[src/rtl/toothless_pkg.sv]
// Load/store unit types and access-size encodings, shared between the LSU and the decoder.
package toothless_pkg;

    typedef enum logic [1:0] {
        LSU_IDLE = 2'b00,
        LSU_REQ  = 2'b01,
        LSU_WAIT = 2'b10
    } lsu_state_e;

    typedef enum logic [1:0] {
        ERR_NONE     = 2'b00,
        ERR_MISALIGN = 2'b01,
        ERR_BUS      = 2'b10,
        ERR_TIMEOUT  = 2'b11
    } lsu_err_e;

    localparam logic [1:0] DATA_TYPE_BYTE = 2'b00;
    localparam logic [1:0] DATA_TYPE_HALF = 2'b01;
    localparam logic [1:0] DATA_TYPE_WORD = 2'b10;

    // Type 11 has no legal alignment, so it is reported as misaligned.
    function automatic logic is_misaligned(input logic [1:0] data_type,
                                           input logic [1:0] addr_lo);
        logic mis;
        case (data_type)
            DATA_TYPE_BYTE: mis = 1'b0;
            DATA_TYPE_HALF: mis = addr_lo[0];
            DATA_TYPE_WORD: mis = (addr_lo != 2'b00);
            default:        mis = 1'b1;
        endcase
        return mis;
    endfunction

endpackage

[src/rtl/lsu_align.sv]
// Byte-lane steering for the LSU: byte enables, store-data replication, load extraction.
module lsu_align
    import toothless_pkg::*;
(
    input  logic [1:0]  data_type,
    input  logic [1:0]  addr_lo,
    input  logic        sign_ext,
    input  logic [31:0] wdata,
    input  logic [31:0] rdata_raw,
    output logic [3:0]  be,
    output logic [31:0] wdata_rep,
    output logic [31:0] rdata_ext
);

    logic [31:0] lane;

    always_comb begin
        be        = 4'b0000;
        wdata_rep = wdata;
        case (data_type)
            DATA_TYPE_BYTE: begin
                be        = 4'b0001 << addr_lo;
                wdata_rep = {4{wdata[7:0]}};
            end
            DATA_TYPE_HALF: begin
                be        = 4'b0011 << addr_lo;
                wdata_rep = {2{wdata[15:0]}};
            end
            DATA_TYPE_WORD: begin
                be        = 4'b1111;
                wdata_rep = wdata;
            end
            default: begin
                be        = 4'b0000;
                wdata_rep = wdata;
            end
        endcase
    end

    // Bring the addressed lane down to bit 0 before extending.
    assign lane = rdata_raw >> {addr_lo, 3'b000};

    always_comb begin
        case (data_type)
            DATA_TYPE_BYTE: rdata_ext = {{24{sign_ext & lane[7]}}, lane[7:0]};
            DATA_TYPE_HALF: rdata_ext = {{16{sign_ext & lane[15]}}, lane[15:0]};
            default:        rdata_ext = lane;
        endcase
    end

endmodule

[src/rtl/lsu_ctrl.sv]
// Load/store controller: one outstanding access on a req/gnt/rvalid memory port, with watchdog.
module lsu_ctrl
    import toothless_pkg::*;
#(
    parameter int DATA_WIDTH = 32,
    parameter int MAX_WAIT   = 255
) (
    input  logic                  clk,
    input  logic                  rst_n,
    input  logic                  data_req_i,
    input  logic                  data_we_i,
    input  logic [1:0]            data_type_i,
    input  logic                  data_sign_ext_i,
    input  logic [DATA_WIDTH-1:0] addr_i,
    input  logic [DATA_WIDTH-1:0] wdata_i,
    output logic                  busy_o,
    output logic                  done_o,
    output logic [DATA_WIDTH-1:0] rdata_o,
    output logic                  err_o,
    output logic [1:0]            err_cause_o,
    output logic                  mem_req_o,
    output logic                  mem_we_o,
    output logic [DATA_WIDTH-1:0] mem_addr_o,
    output logic [3:0]            mem_be_o,
    output logic [DATA_WIDTH-1:0] mem_wdata_o,
    input  logic                  mem_gnt_i,
    input  logic                  mem_rvalid_i,
    input  logic                  mem_err_i,
    input  logic [DATA_WIDTH-1:0] mem_rdata_i,
    output lsu_state_e            dbg_state
);

    // Memory handshake: mem_req_o stays high with stable address/data until a cycle
    // with mem_gnt_i = 1; the single response then comes as a one-cycle mem_rvalid_i.

    localparam logic [7:0] WD_LAST = 8'(MAX_WAIT - 1);

    lsu_state_e            state_q;
    lsu_state_e            state_d;

    logic                  we_q;
    logic [1:0]            type_q;
    logic                  sign_q;
    logic [DATA_WIDTH-1:0] addr_q;
    logic [DATA_WIDTH-1:0] wdata_q;
    logic [7:0]            wd_cnt_q;

    logic                  done_q;
    logic                  err_q;
    logic [DATA_WIDTH-1:0] rdata_q;
    lsu_err_e              cause_q;

    logic                  accept;
    logic                  misaligned;
    logic                  finish;
    logic                  timeout;

    logic [3:0]            be;
    logic [31:0]           wdata_rep;
    logic [31:0]           rdata_ext;

    assign accept     = (state_q == LSU_IDLE) && data_req_i;
    assign misaligned = is_misaligned(data_type_i, addr_i[1:0]);
    assign finish     = (state_q == LSU_WAIT) && mem_rvalid_i;
    assign timeout    = (state_q != LSU_IDLE) && (wd_cnt_q == WD_LAST);

    lsu_align u_align (
        .data_type (type_q),
        .addr_lo   (addr_q[1:0]),
        .sign_ext  (sign_q),
        .wdata     (wdata_q),
        .rdata_raw (mem_rdata_i),
        .be        (be),
        .wdata_rep (wdata_rep),
        .rdata_ext (rdata_ext)
    );

    always_ff @(posedge clk or negedge rst_n) begin
        if (!rst_n) begin
            state_q <= LSU_IDLE;
        end else begin
            state_q <= state_d;
        end
    end

    // A response that lands on the watchdog's last cycle still completes the access.
    always_comb begin
        state_d = state_q;
        case (state_q)
            LSU_IDLE: begin
                if (accept && !misaligned) begin
                    state_d = LSU_REQ;
                end
            end
            LSU_REQ: begin
                if (timeout) begin
                    state_d = LSU_IDLE;
                end else if (mem_gnt_i) begin
                    state_d = LSU_WAIT;
                end
            end
            LSU_WAIT: begin
                if (finish || timeout) begin
                    state_d = LSU_IDLE;
                end
            end
            default: state_d = LSU_IDLE;
        endcase
    end

    always_comb begin
        busy_o      = 1'b0;
        mem_req_o   = 1'b0;
        mem_we_o    = 1'b0;
        mem_addr_o  = '0;
        mem_be_o    = 4'b0000;
        mem_wdata_o = '0;
        case (state_q)
            LSU_REQ: begin
                busy_o      = 1'b1;
                mem_req_o   = 1'b1;
                mem_we_o    = we_q;
                mem_addr_o  = {addr_q[DATA_WIDTH-1:2], 2'b00};
                mem_be_o    = be;
                mem_wdata_o = wdata_rep;
            end
            LSU_WAIT: begin
                busy_o = 1'b1;
            end
            default: begin
                busy_o = 1'b0;
            end
        endcase
    end

    always_ff @(posedge clk or negedge rst_n) begin
        if (!rst_n) begin
            we_q     <= 1'b0;
            type_q   <= DATA_TYPE_BYTE;
            sign_q   <= 1'b0;
            addr_q   <= '0;
            wdata_q  <= '0;
            wd_cnt_q <= 8'd0;
            done_q   <= 1'b0;
            err_q    <= 1'b0;
            rdata_q  <= '0;
            cause_q  <= ERR_NONE;
        end else begin
            done_q <= 1'b0;
            err_q  <= 1'b0;
            if (accept) begin
                we_q     <= data_we_i;
                type_q   <= data_type_i;
                sign_q   <= data_sign_ext_i;
                addr_q   <= addr_i;
                wdata_q  <= wdata_i;
                wd_cnt_q <= 8'd0;
                if (misaligned) begin
                    err_q   <= 1'b1;
                    cause_q <= ERR_MISALIGN;
                end else begin
                    cause_q <= ERR_NONE;
                end
            end else if (finish) begin
                if (mem_err_i) begin
                    err_q   <= 1'b1;
                    cause_q <= ERR_BUS;
                end else begin
                    done_q <= 1'b1;
                    if (!we_q) begin
                        rdata_q <= rdata_ext;
                    end
                end
            end else if (timeout) begin
                err_q   <= 1'b1;
                cause_q <= ERR_TIMEOUT;
            end else if (state_q != LSU_IDLE) begin
                wd_cnt_q <= wd_cnt_q + 8'd1;
            end
        end
    end

    assign done_o      = done_q;
    assign err_o       = err_q;
    assign rdata_o     = rdata_q;
    assign err_cause_o = cause_q;
    assign dbg_state   = state_q;

endmodule

[config.mk]
export PLATFORM = sky130hd
export DESIGN_NAME = lsu_ctrl
export DESIGN_NICKNAME = d
export VERILOG_FILES = /design/src/rtl/toothless_pkg.sv /design/src/rtl/lsu_align.sv /design/src/rtl/lsu_ctrl.sv
export SDC_FILE = /design/constraint.sdc
export NUM_CORES = 1
export LEC_CHECK = 0
export CELL_PAD_IN_SITES_DETAIL_PLACEMENT = 1
export CELL_PAD_IN_SITES_GLOBAL_PLACEMENT = 2
export CORE_MARGIN = 4
export CORE_UTILIZATION = 23
export CTS_CLUSTER_SIZE = 12
export DETAILED_ROUTE_END_ITERATION = 12
export GPL_TIMING_DRIVEN = 0
export PLACE_DENSITY_LB_ADDON = 0.1
export SLEW_MARGIN = 20
export SYNTH_ARGS = -nofsm -noshare
export SYNTH_HDL_FRONTEND = slang
export SYNTH_SLANG_ARGS = --single-unit
[constraint.sdc]
create_clock -name clk -period 2.15 [get_ports clk]
set_clock_uncertainty 0.2 [all_clocks]
set_input_delay 0.645 -clock clk [delete_from_list [all_inputs] [get_ports clk]]
set_output_delay 0.645 -clock clk [all_outputs]
set_load 0.05 [all_outputs]
# Word-level counts from Yosys, hierarchy flattened
# Cells that the tools add are included.
totals:
  in_bits: 106
  reg_bits: 114
  output_inout_bits: 109
op_classes:
  n_addsub: 1
  n_eq_ne: 13
  n_reduce_logical: 18
  mux: 32
  shifts: 3
  bitwise: 5
op_table:
  columns: ["cell", "count"]
  rows:
  - ["case mux 32 bit (2 select lines)", 2]
  - ["2-to-1 mux 32 bit", 2]
  - ["2-to-1 mux 8 bit", 4]
  - ["right shift 32 x 5 -> 32 bit", 1]
  - ["2-to-1 mux 2 bit", 8]
  - ["2-to-1 mux 1 bit", 12]
  - ["case mux 4 bit (3 select lines)", 1]
  - ["adder 8 x 1 -> 8 bit, second input constant", 1]
  - ["== test 8 bit, second input constant", 1]
  - ["== test 2 x 1 -> 1 bit, second input constant", 3]
  - ["== test 2 bit, second input constant", 3]
  - ["logical NOT 2 bit", 3]
  - ["!= test 3 bit, second input constant", 2]
  - ["case mux 2 bit (3 select lines)", 1]
  - ["AND reduction 3 bit", 2]
  - ["nonzero test 2 bit", 3]
  - ["logical AND 1 bit", 4]
  - ["2-to-1 mux 4 bit", 1]
  - ["!= test 2 x 1 -> 1 bit, second input constant", 2]
  - ["!= test 2 bit, second input constant", 2]
  - ["AND reduction 4 bit", 1]
  - ["left shift 1 x 2 -> 4 bit, first input constant", 1]
  - ["left shift 2 x 2 -> 4 bit, first input constant", 1]
  - ["NOT 1 bit", 3]
  - ["other kinds (7)", 8]

# Depth between registers and ports, before layout
depth:
  word_depth: 6
  ltp_mapped: 9
  mapped_depth_nobuf: 6

# By module
# A second synthesis with hierarchy kept.
hier_totals:
  cells_unflattened: 700
  area_unflattened_um2: 6462.4
by_module_without_submodules:
  columns: ["mod", "cells_each", "area_per_inst_um2", "seq_area_each_um2", "instances"]
  rows:
  - ["lsu_ctrl", 517, 5036.1, 2852.7, 1]
  - ["lsu_align", 183, 1426.4, 0.0, 1]

# Worst setup path after synthesis
# No wires, ideal clock.
synth_path:
  kind: "register to output"
  from: "register state_q[1] (netlist: dbg_state[1])"
  to: "output mem_wdata_o[10]"
  required_ns: 1.305
  path_buffers: 1
  stages_incl_launch_ff: 5
  path_slack_ns: -1.434
  t_arrival_ns: 2.739
  path_cell_list: "dfrtp_1 inv_1 ha_1 clkbuf_1 a21boi_0"
synth_between:
  elab_chain_len: 2
synth_lines:
  columns: ["element", "line", "text"]
  rows:
  - ["from (decl)", "lsu_ctrl.sv:38", "lsu_state_e state_q;"]
  - ["from (signal assigned)", "lsu_ctrl.sv:82", "state_q <= state_d;"]
  - ["== test 2 x 1 -> 1 bit", "lsu_ctrl.sv:118", "case (state_q)"]
  - ["2-to-1 mux 32 bit", "lsu_ctrl.sv:118", null]
  - ["to (decl)", "lsu_ctrl.sv:25", "output logic [DATA_WIDTH-1:0] mem_wdata_o,"]
# No other way between the ends.

# Final worst setup path
layout_path:
  from: "register state_q[1] (netlist: dbg_state[1])"
  to: "output mem_wdata_o[30]"
# Same word-level chain as after synthesis.

==> results.yml <==
outcome:
  outcome: "finished with violations"
  violations: "negative setup slack"
logic_synthesis:
  yosysWarnings: 0
  ys.flop_type: "dfrtp_1"
  syn_inst: 689
  syn_area_per_cell_sq_um: 8.659
  async_flop_share: 1.000
  yosysMostFrequentCell: "nand2_1"
  synth_edf_count: 0
  synthTopCellsByArea: "dfrtp_1 48%, nand2_1 17%, mux2i_1 6.4%"
  yosysTopAreaCell: "dfrtp_1"
  ys_types: 47
  synth_commonest_cells: "264 x nand2_1, 114 x dfrtp_1, 40 x and2_1, 38 x mux2i_1, 34 x clkbuf_1"
  synth-seq-cells: 114
  synth_area_sq_mm: 0.005966
  synth_top_cell_area_share: 0.4782
  ys_seq_area_frac: 0.4782
sta:
  fin_tns_setup_ns: -33.63
  relSlewSlack: 0.5942
  finalMaxSlewViolations: 0
  worst_slack_ns: -0.4628
  fin_crit_sh: 1.215
  final_hold_viol_count: 0
  tightest_slew_ns: 0.6087
  rsz0062_at_grt: "yes"
  final-setup-viol-count: 108
  timing.fmax_mhz: 382.7
  layout_min_cycle_time_ns: 2.613
floorplanning:
  die_h_um: 169.1
  coreArea_sq_mm: 0.02533
  ios: 215
  dieArea_sq_mm: 0.02858
  start_util: 0.2355
  rows: 58
  die_x_um: 169.1
drt:
  vias_per_cell: 4.550
  wl_um: 25520
  remaining_drc_errors: 0
  avgRoutedWirePerCell_um: 19.34
  vias: 6001
  ant_nets: 0
  drt-pass1-iter-count: 4
  drt_iter0_markers: 229
placement:
  pre_cts_ws_ns: -1.277
  hpwl_um: 18060
  dpl.cell_count: 1233
  gp_congestion: 0.7879
  portBuffers: 212
  postPlaceCellArea_sq_mm: 0.009009
hold_path:
  whs_path_depth: 2
  holdCritStartpoint: "rdata_o[7]"
  holdPathEnd: "rdata_o[7]"
  worst_hold_path_type: "register to register"
clock_tree:
  clkTransAtPathRegs_ns: 0.06
  htreeDepth: 4
  clock_path_buffers: 2
  root_buffer: "clkbuf_16"
  cts_tree: "built"
  clk-insertion-delay-late_ns: 0.41
  cts_sinks: 114
  cts_made_buffers: 17
layout:
  drive_above_1_share: 0.3785
  final_cell_area_sq_mm: 0.01085
  postLayoutCoreUtil: 0.4284
  instances_no_fill: 1319
  final_nets: 1089
  syn_to_final_growth_pct: 81.88
global_routing:
  antenna_found_initial: 1
  grt_max_degree: 59
  grt_pass1_wl_um: 38780
  overflow: 0
  grt_pass1_vias: 6637
  grt_usage: 0.1759
setup_path:
  end_kind: "output port"
  rrSetupSlack_ns: -0.20
  start_kind: "register"
  worstPathArrival_ns: 1.77
  r2r_start: "dbg_state[0]"
  crit_type: "register to output port"
  worstPathRequired_ns: 1.30
  reg2reg_to: "rdata_o[28]"
  ff2ff_path_depth: 10
  cp_max_fo: 7
power:
  vdd_drop_max_mv: 0.6431
  p_leak_uw: 0.005034
  p_per_area_mw_per_mm2: 1704
flow_run:
  maxCapViolations: 0
==> cell usage in the layout (no fill, tap or decap), types with 25 or more instances in the layout <==
master	n
buf_8	60
and2_4	35
clkdlybuf4s50_1	102
clkbuf_2	29
nand2_1	247
mux2i_1	35
buf_6	30
clkbuf_16	25
dfrtp_1	111
buf_4	40
==> power by group <==
| part | internal, uW | switching, uW | leakage (uW) |
|---|---|---|---|
| Clock | 1780 | 1050 | 0.000281 |
| Combinational | 4970 | 6780 | 0.00332 |
| Sequential | 3100 | 806 | 0.00144 |
| Total | 9850 | 8640 | 0.00503 |
==> routing by layer <==
layer / share of wire / GRT usage / vias to the layer above
met3: 0.064 / 0.05698 / 22
met5: 0 / 0 / -
li1: - / - / 2864
met1: 0.42 / 0.2167 / 2956
met4: 0.015 / 0.04480 / 0
met2: 0.50 / 0.2986 / 159
==> sequential cells by signal, indices dropped and copies added (netlist names) <==
register,count
sign_q,1
we_q,1
dbg_state,2
err_cause_o,2
wdata_q,32
wd_cnt_q,8
done_o,1
err_o,1
rdata_o,32
type_q,2
addr_q,32
==> metrics by stage <==
stage / hold WS (ns) / power [uW]
after CTS: 0.2803 / 18040
after global routing: 0.3028 / 19560
after floorplan: 0.1494 / 10470
final: 0.2693 / 18490
after detailed placement: 0.2660 / 13700
after global placement: 0.2589 / 13540
==> worst max path at each step <==
stage,startpoint,to,slack (ns)
2_1_floorplan,dbg_state[0],rdata_o[23],-0.21
3_3_place_gp,rst_n,dbg_state[0],-5.22
3_5_place_dp,addr_q[0],mem_be_o[3],-1.28
4_1_cts,dbg_state[1],mem_wdata_o[30],-0.51
5_1_grt,dbg_state[1],mem_wdata_o[30],-0.54
6_report,dbg_state[1],mem_wdata_o[30],-0.46
==> what timing repair did <==
action,4_1_cts,5_1_grt
gates cloned,6,3
endpoints found under the hold margin,56,0
endpoints found under the setup margin,150,157
pin swaps,19,18
setup buffers,28,23
hold buffers,1,0
gates resized for setup,707,112
==> area by class of cell <==
type | count | area (sq um)
Inverter | 7 | 33.78
Sequential cell | 114 | 2856
Clock inverter | 9 | 107.6
Tap cell | 330 | 412.9
Buffer | 45 | 519.2
Timing Repair Buffer | 270 | 2932
Clock buffer | 21 | 470.5
Fill cell | 2749 | 14480
Multi-Input combinational cell | 522 | 3516
Antenna cell | 1 | 2.502
==> kinds of logic (layout without fill, tap and decap cells) <==
family,after synthesis,count (layout),share of synthesized area
AND/OR/NAND/NOR,376,378,0.2773
buffers and inverters,56,352,0.04132
adder cells (fa/ha/maj),6,6,0.01258
XOR/XNOR,1,1,0.001468
multiplexers,47,47,0.08075
AO/OA/AOI/OAI,88,88,0.1078
other,1,3,0.0006286
flip-flops,114,114,0.4782
==> critical path: stages, from the launching register on <==
cell,delay (ns)
dfrtp_2,0.43
inv_4,0.07
ha_4,0.19
clkbuf_16,0.20
clkbuf_16,0.16
o211a_4,0.16
buf_8,0.14
Power figures use the tool's default switching activity.
